[config.mk]
export PLATFORM = sky130hd
export DESIGN_NAME = usb_sync_pid_framer_flat
export DESIGN_NICKNAME = d
export VERILOG_FILES = /design/src/rtl/usb_sync_pid_framer_if.sv /design/src/rtl/usb_sync_pid_framer.sv /design/src/flat_wrapper.sv
export SDC_FILE = /design/constraint.sdc
export NUM_CORES = 1
export LEC_CHECK = 0
export ABC_AREA = 0
export BUFFER_PORTS_ARGS = -buffer_cell sky130_fd_sc_hd__buf_2
export CORE_UTILIZATION = 60
export CTS_BUF_LIST = sky130_fd_sc_hd__clkbuf_16
export CTS_CLUSTER_DIAMETER = 80
export DETAILED_ROUTE_END_ITERATION = 10
export GPL_TIMING_DRIVEN = 1
export PLACE_DENSITY = 0.78
export SETUP_SLACK_MARGIN = 0.3
export SYNTH_ARGS = -nofsm -noshare
export SYNTH_HDL_FRONTEND = slang
export SYNTH_SLANG_ARGS = --single-unit
export TNS_END_PERCENT = 5
[constraint.sdc]
create_clock -name clk -period 5.4 [get_ports clk]
set_clock_uncertainty 0.1 [all_clocks]
set_input_delay 0.54 -clock clk [delete_from_list [all_inputs] [get_ports clk]]
set_output_delay 0.54 -clock clk [all_outputs]
set_load 0.1 [all_outputs]
[src/rtl/usb_sync_pid_framer_if.sv]
// Receive-side bus between the bit-unstuffer, the SYNC/PID framer and the packet decoder.
interface usb_sync_pid_framer_if;
  logic       data_valid;
  logic       data_in;
  logic       eop;
  logic       sync_detected;
  logic [3:0] pid;
  logic       pid_valid;
  logic       pid_error;
  logic       payload_bit;
  logic       payload_valid;
  logic       in_packet;

  modport master (
    output data_valid, data_in, eop,
    input  sync_detected, pid, pid_valid, pid_error,
           payload_bit, payload_valid, in_packet
  );

  modport slave (
    input  data_valid, data_in, eop,
    output sync_detected, pid, pid_valid, pid_error,
           payload_bit, payload_valid, in_packet
  );
endinterface

[src/rtl/usb_sync_pid_framer.sv]
// SYNC hunter with tolerant zero-run, PID capture/check and payload forwarding.
// All outputs registered, one clk after the qualifying input.
module usb_sync_pid_framer #(
  parameter int unsigned MIN_ZEROS = 6,
  parameter bit          PID_CHECK = 1'b1
) (
  input  logic                  clk,
  input  logic                  rst,
  usb_sync_pid_framer_if.slave  bus
);

  localparam logic [1:0] ST_HUNT    = 2'd0;
  localparam logic [1:0] ST_PID     = 2'd1;
  localparam logic [1:0] ST_PAYLOAD = 2'd2;

  logic [1:0] state;
  logic [4:0] zero_cnt;
  logic [2:0] bit_cnt;
  logic [7:0] pid_sr;
  logic [7:0] pid_byte;
  logic       pid_ok;

  // Byte as it will look once the current bit is shifted in (LSB first).
  always_comb begin
    pid_byte = {bus.data_in, pid_sr[7:1]};
    pid_ok   = !PID_CHECK || (pid_byte[7:4] == ~pid_byte[3:0]);
  end

  always_ff @(posedge clk) begin
    if (!rst) begin
      state             <= ST_HUNT;
      zero_cnt          <= '0;
      bit_cnt           <= '0;
      pid_sr            <= '0;
      bus.sync_detected <= 1'b0;
      bus.pid           <= '0;
      bus.pid_valid     <= 1'b0;
      bus.pid_error     <= 1'b0;
      bus.payload_bit   <= 1'b0;
      bus.payload_valid <= 1'b0;
      bus.in_packet     <= 1'b0;
    end else begin
      bus.sync_detected <= 1'b0;
      bus.pid_valid     <= 1'b0;
      bus.pid_error     <= 1'b0;
      bus.payload_valid <= 1'b0;

      // eop takes priority over a coincident valid bit, which is dropped.
      if (bus.eop) begin
        if (state == ST_PID) bus.pid_error <= 1'b1;
        state         <= ST_HUNT;
        zero_cnt      <= '0;
        bit_cnt       <= '0;
        bus.in_packet <= 1'b0;
      end else if (bus.data_valid) begin
        case (state)
          ST_HUNT: begin
            if (!bus.data_in) begin
              if (zero_cnt != 5'd31) zero_cnt <= zero_cnt + 5'd1;
            end else begin
              zero_cnt <= '0;
              if (zero_cnt >= 5'(MIN_ZEROS)) begin
                bus.sync_detected <= 1'b1;
                bus.in_packet     <= 1'b1;
                bit_cnt           <= '0;
                state             <= ST_PID;
              end
            end
          end
          ST_PID: begin
            pid_sr  <= pid_byte;
            bit_cnt <= bit_cnt + 3'd1;
            if (bit_cnt == 3'd7) begin
              if (pid_ok) begin
                bus.pid       <= pid_byte[3:0];
                bus.pid_valid <= 1'b1;
                state         <= ST_PAYLOAD;
              end else begin
                bus.pid_error <= 1'b1;
                bus.in_packet <= 1'b0;
                zero_cnt      <= '0;
                state         <= ST_HUNT;
              end
            end
          end
          ST_PAYLOAD: begin
            bus.payload_bit   <= bus.data_in;
            bus.payload_valid <= 1'b1;
          end
          default: state <= ST_HUNT;
        endcase
      end
    end
  end

endmodule

[src/flat_wrapper.sv]
// flat-port wrapper written by rule: the top's interface ports become plain ports
module usb_sync_pid_framer_flat 
#(
  parameter int unsigned MIN_ZEROS = 6,
  parameter bit          PID_CHECK = 1'b1
)
  (clk, rst, bus_data_valid, bus_data_in, bus_eop, bus_sync_detected, bus_pid, bus_pid_valid, bus_pid_error, bus_payload_bit, bus_payload_valid, bus_in_packet);
  usb_sync_pid_framer_if bus_i ();
  input  logic clk;
  input  logic rst;
  input wire logic [$bits(bus_i.data_valid)-1:0] bus_data_valid;
  input wire logic [$bits(bus_i.data_in)-1:0] bus_data_in;
  input wire logic [$bits(bus_i.eop)-1:0] bus_eop;
  output wire logic [$bits(bus_i.sync_detected)-1:0] bus_sync_detected;
  output wire logic [$bits(bus_i.pid)-1:0] bus_pid;
  output wire logic [$bits(bus_i.pid_valid)-1:0] bus_pid_valid;
  output wire logic [$bits(bus_i.pid_error)-1:0] bus_pid_error;
  output wire logic [$bits(bus_i.payload_bit)-1:0] bus_payload_bit;
  output wire logic [$bits(bus_i.payload_valid)-1:0] bus_payload_valid;
  output wire logic [$bits(bus_i.in_packet)-1:0] bus_in_packet;
  assign bus_i.data_valid = bus_data_valid;
  assign bus_i.data_in = bus_data_in;
  assign bus_i.eop = bus_eop;
  assign bus_sync_detected = bus_i.sync_detected;
  assign bus_pid = bus_i.pid;
  assign bus_pid_valid = bus_i.pid_valid;
  assign bus_pid_error = bus_i.pid_error;
  assign bus_payload_bit = bus_i.payload_bit;
  assign bus_payload_valid = bus_i.payload_valid;
  assign bus_in_packet = bus_i.in_packet;
  usb_sync_pid_framer #(.MIN_ZEROS(MIN_ZEROS), .PID_CHECK(PID_CHECK)) u_core (.clk(clk), .rst(rst), .bus(bus_i));
endmodule
==> metrics.txt <==
die height=48.46 um; share of cells above drive strength 1=16.43%; synthesized area per cell=9.961 sq um; maximum clock path buffer count=2; Period Utilization, post-route=39.81%; Pwr per Cell Area=264.3 mW/mm^2; main combinational cell family by area after synthesis=simple AND/OR/NAND/NOR gates; die boundary width=48.46 um; maximum fanout encountered on the critical timing path=9; Max Cap Violations=0; insertion delay to the later sink of the worst-skew pair=0.25 ns; fraction of the yosys area taken by sequential cells=41.74%; CP Launch Type=flop; Reg2Reg Setup Slack=3.25 ns; initial antenna violation count=0; Syn-to-layout area delta=9.276%; xor and xnor fraction of the mapped netlist area=2.705%; Worst-Margin Slew=0.6300 ns; Rows=16; post-route ant nets=0; Final Cell Area=0.001415 sq mm; outcome=finished clean; number of global-route vias before repair=854; starting density of the core=64.69%; total of warnings raised by yosys=0; number of DRC violations after detailed-routing iteration 0=38; detailed-route vias per instance=5.557; count of hold buffers inserted by post-cts repair=0; Net Count, Synth=140; unrepaired setup endpoints after global routing=false; post-synth top area cell=sky130_fd_sc_hd__dfxtp_1; type of the tightest min-delay check=flop to flop; number of antenna repair diodes=0; post-synthesis compound-gate area fraction=11.98%; Post-CTS Setup Bufs=0; post-detailed-route wirelength per cell=12.39 um; DRC violation count after routing=0; kind of end point of the critical path=flop; routability congestion estimate=0.8382; relative slew slack=58.00%; adder-cell share of the synthesized area=4.831%; count of different cell masters after synthesis=32; final setup vio count=0; ordered cell list for the critical path=ha_1 > and3_1 > ha_1 > a221oi_2 > a21oi_1 > a311oi_1; arrival time reported for the critical path endpoint=2.21 ns; Clock Pin Slew Worst Setup and Hold Paths=0.06 ns; cell area after placement=0.001335 sq mm; total congestion overflow after global routing=0; deepest level of the CTS H-tree=1; endpoints failing hold=0; Die Footprint=0.002348 sq mm; final routed wirelength across all metal layers=2.069 mm; root buffer cell=sky130_fd_sc_hd__clkbuf_16; number of gates given a new drive strength after cts=0; overall global routing resource usage=19.96%; share of the synthesized area in the top cell type=41.74%; fraction of synthesized area in multiplexers=10.92%; peak clock frequency supported by timing=465.1 MHz; first-pass GRT wire length=3.760 mm; boundary pin count=15; CTS buffer count=3; post-synthesis cell count=130; static leakage=0.5598 nW; iteration count of the initial detailed-routing pass=4; number of nets in the layout=151; final slew viol count=0; placed wire-length estimate=1.522 mm; number of vias in the routed layout=928; top post-synthesis cells by area=sky130_fd_sc_hd__dfxtp_1 42%, sky130_fd_sc_hd__mux2i_1 10%, sky130_fd_sc_hd__ha_1 4.8%; Crit path required time=5.46 ns; final sum of negative setup slack=0 ns; CTS tree=yes; path type of the worst setup path=flop to flop; synthesized area=0.001295 sq mm; final critical delay including setup and external delays=2.150 ns; Port Buf Inserts=14; synthesis-stage register bit count=27; number of fill cells=161; area of the core=0.002002 sq mm; master of the slowest instance on the critical path=sky130_fd_sc_hd__a221oi_2; largest incremental delay on the critical path=0.55 ns; number of clock sinks seen by CTS=27; peak ir drop on the vdd network=177.9 uV; share of synthesized cell area in and, or, nand and nor gates=22.03%; most numerous cell on the critical path=sky130_fd_sc_hd__ha_1; maximum number of pins on one net before global-route repair=22
==> state kept, by name, summed over array words and instances, names as in the netlist <==
name,count
u_core.bus.in_packet,1
u_core.bus.pid_valid,1
u_core.bus.pid_error,1
u_core.bus.payload_valid,1
u_core.bus.sync_detected,1
u_core.bus.pid,4
u_core.bit_cnt,3
u_core.zero_cnt,5
u_core.state,2
u_core.pid_sr,7
u_core.bus.payload_bit,1
==> critical path: cells and delay by family (launching register included) <==
family	cells	cell delay, ns
fa+ha+maj	2	0.42
compound gates	3	0.97
flops	1	0.36
simple gates	1	0.19
==> cells in the final DEF, fill, tap and decap left out, drive strengths merged, types with 3 or more instances in the layout <==
cell    instances
a211oi          4
a21oi           5
a31oi           3
and3            3
buf            14
clkbuf          3
dfxtp          27
ha              5
inv             3
mux2i          13
nand2          13
nand2b          3
nand3           4
nor2            6
nor2b           9
xnor2           4
==> worst paths after layout <==
path	from	to	depth (start not counted)
min reg2reg	u_core.bus.in_packet	u_core.bus.in_packet	2
max	u_core.zero_cnt[1]	u_core.zero_cnt[0]	6
min	u_core.bus.in_packet	u_core.bus.in_packet	2
max reg2reg	u_core.zero_cnt[1]	u_core.zero_cnt[0]	6
==> cells by family after synthesis <==
kind of cell | count (synthesis)
buffers and inverters | 11
AND/OR/NAND/NOR | 48
multiplexers | 14
AO/OA/AOI/OAI | 21
adder cells (fa/ha/maj) | 5
XOR/XNOR | 4
flip-flops | 27
==> per-layer routing <==
metal	vias to the layer above	track usage, %	routed length (um)
met3	2	2.830	82
met4	0	7.353	4
met5	-	0	0
met1	415	27.63	1066
met2	29	31.69	915
li1	482	-	-
==> metrics by stage <==
step                util, %  instances  worst slack [ns]  hold WS, ns  power (W)
detailed placement    66.69        163             3.283       0.3520  0.0002163
finish                70.69        167             3.250       0.3590  0.0003740
floorplan                 -        130             3.507       0.3462  0.0002132
global route          70.69        167             3.050       0.3826  0.0003896
CTS                   70.69        167             3.259       0.3631  0.0003797
global placement      66.69        163             3.340       0.3378  0.0002160
==> synthesized netlist by cell type <==
library cell,instances
sky130_fd_sc_hd__a211oi_1,4
sky130_fd_sc_hd__a21oi_1,5
sky130_fd_sc_hd__a221oi_2,1
sky130_fd_sc_hd__a22o_1,2
sky130_fd_sc_hd__a311oi_1,1
sky130_fd_sc_hd__a31oi_1,3
sky130_fd_sc_hd__and2_1,2
sky130_fd_sc_hd__and3_1,3
sky130_fd_sc_hd__and3b_1,1
sky130_fd_sc_hd__and4b_1,2
sky130_fd_sc_hd__and4bb_2,1
sky130_fd_sc_hd__buf_4,1
sky130_fd_sc_hd__buf_6,4
sky130_fd_sc_hd__clkbuf_1,3
sky130_fd_sc_hd__dfxtp_1,27
sky130_fd_sc_hd__ha_1,5
sky130_fd_sc_hd__inv_1,3
sky130_fd_sc_hd__mux2_2,1
sky130_fd_sc_hd__mux2i_1,13
sky130_fd_sc_hd__nand2_1,13
sky130_fd_sc_hd__nand2b_1,3
sky130_fd_sc_hd__nand3_1,4
sky130_fd_sc_hd__nand3b_1,1
sky130_fd_sc_hd__nor2_1,6
sky130_fd_sc_hd__nor2b_1,8
sky130_fd_sc_hd__nor2b_4,1
sky130_fd_sc_hd__nor3_1,2
sky130_fd_sc_hd__nor4_4,1
sky130_fd_sc_hd__o211a_1,1
sky130_fd_sc_hd__o21ai_0,2
sky130_fd_sc_hd__o311a_1,2
sky130_fd_sc_hd__xnor2_1,4
==> final cells by class <==
cell class,count,area (sq um),share of cell area [%]
multi-input cells,92,679.4,48.01
flip-flops and latches,27,540.5,38.20
clock buffers,3,75.07,5.305
repair buffers,14,70.07,4.951
well taps,27,33.78,2.387
inverters,3,11.26,0.7958
clock inverters,1,5.005,0.3537
==> power breakdown <==
group	internal [W]	switching (W)	total (W)	leakage, nW
registers	0.000199	0.000000377	0.000200	0.217
clock network	0.0000996	0.0000624	0.000162	0.0409
logic	0.00000409	0.00000809	0.0000122	0.302
No activity file was read; power rests on OpenSTA's default activity.
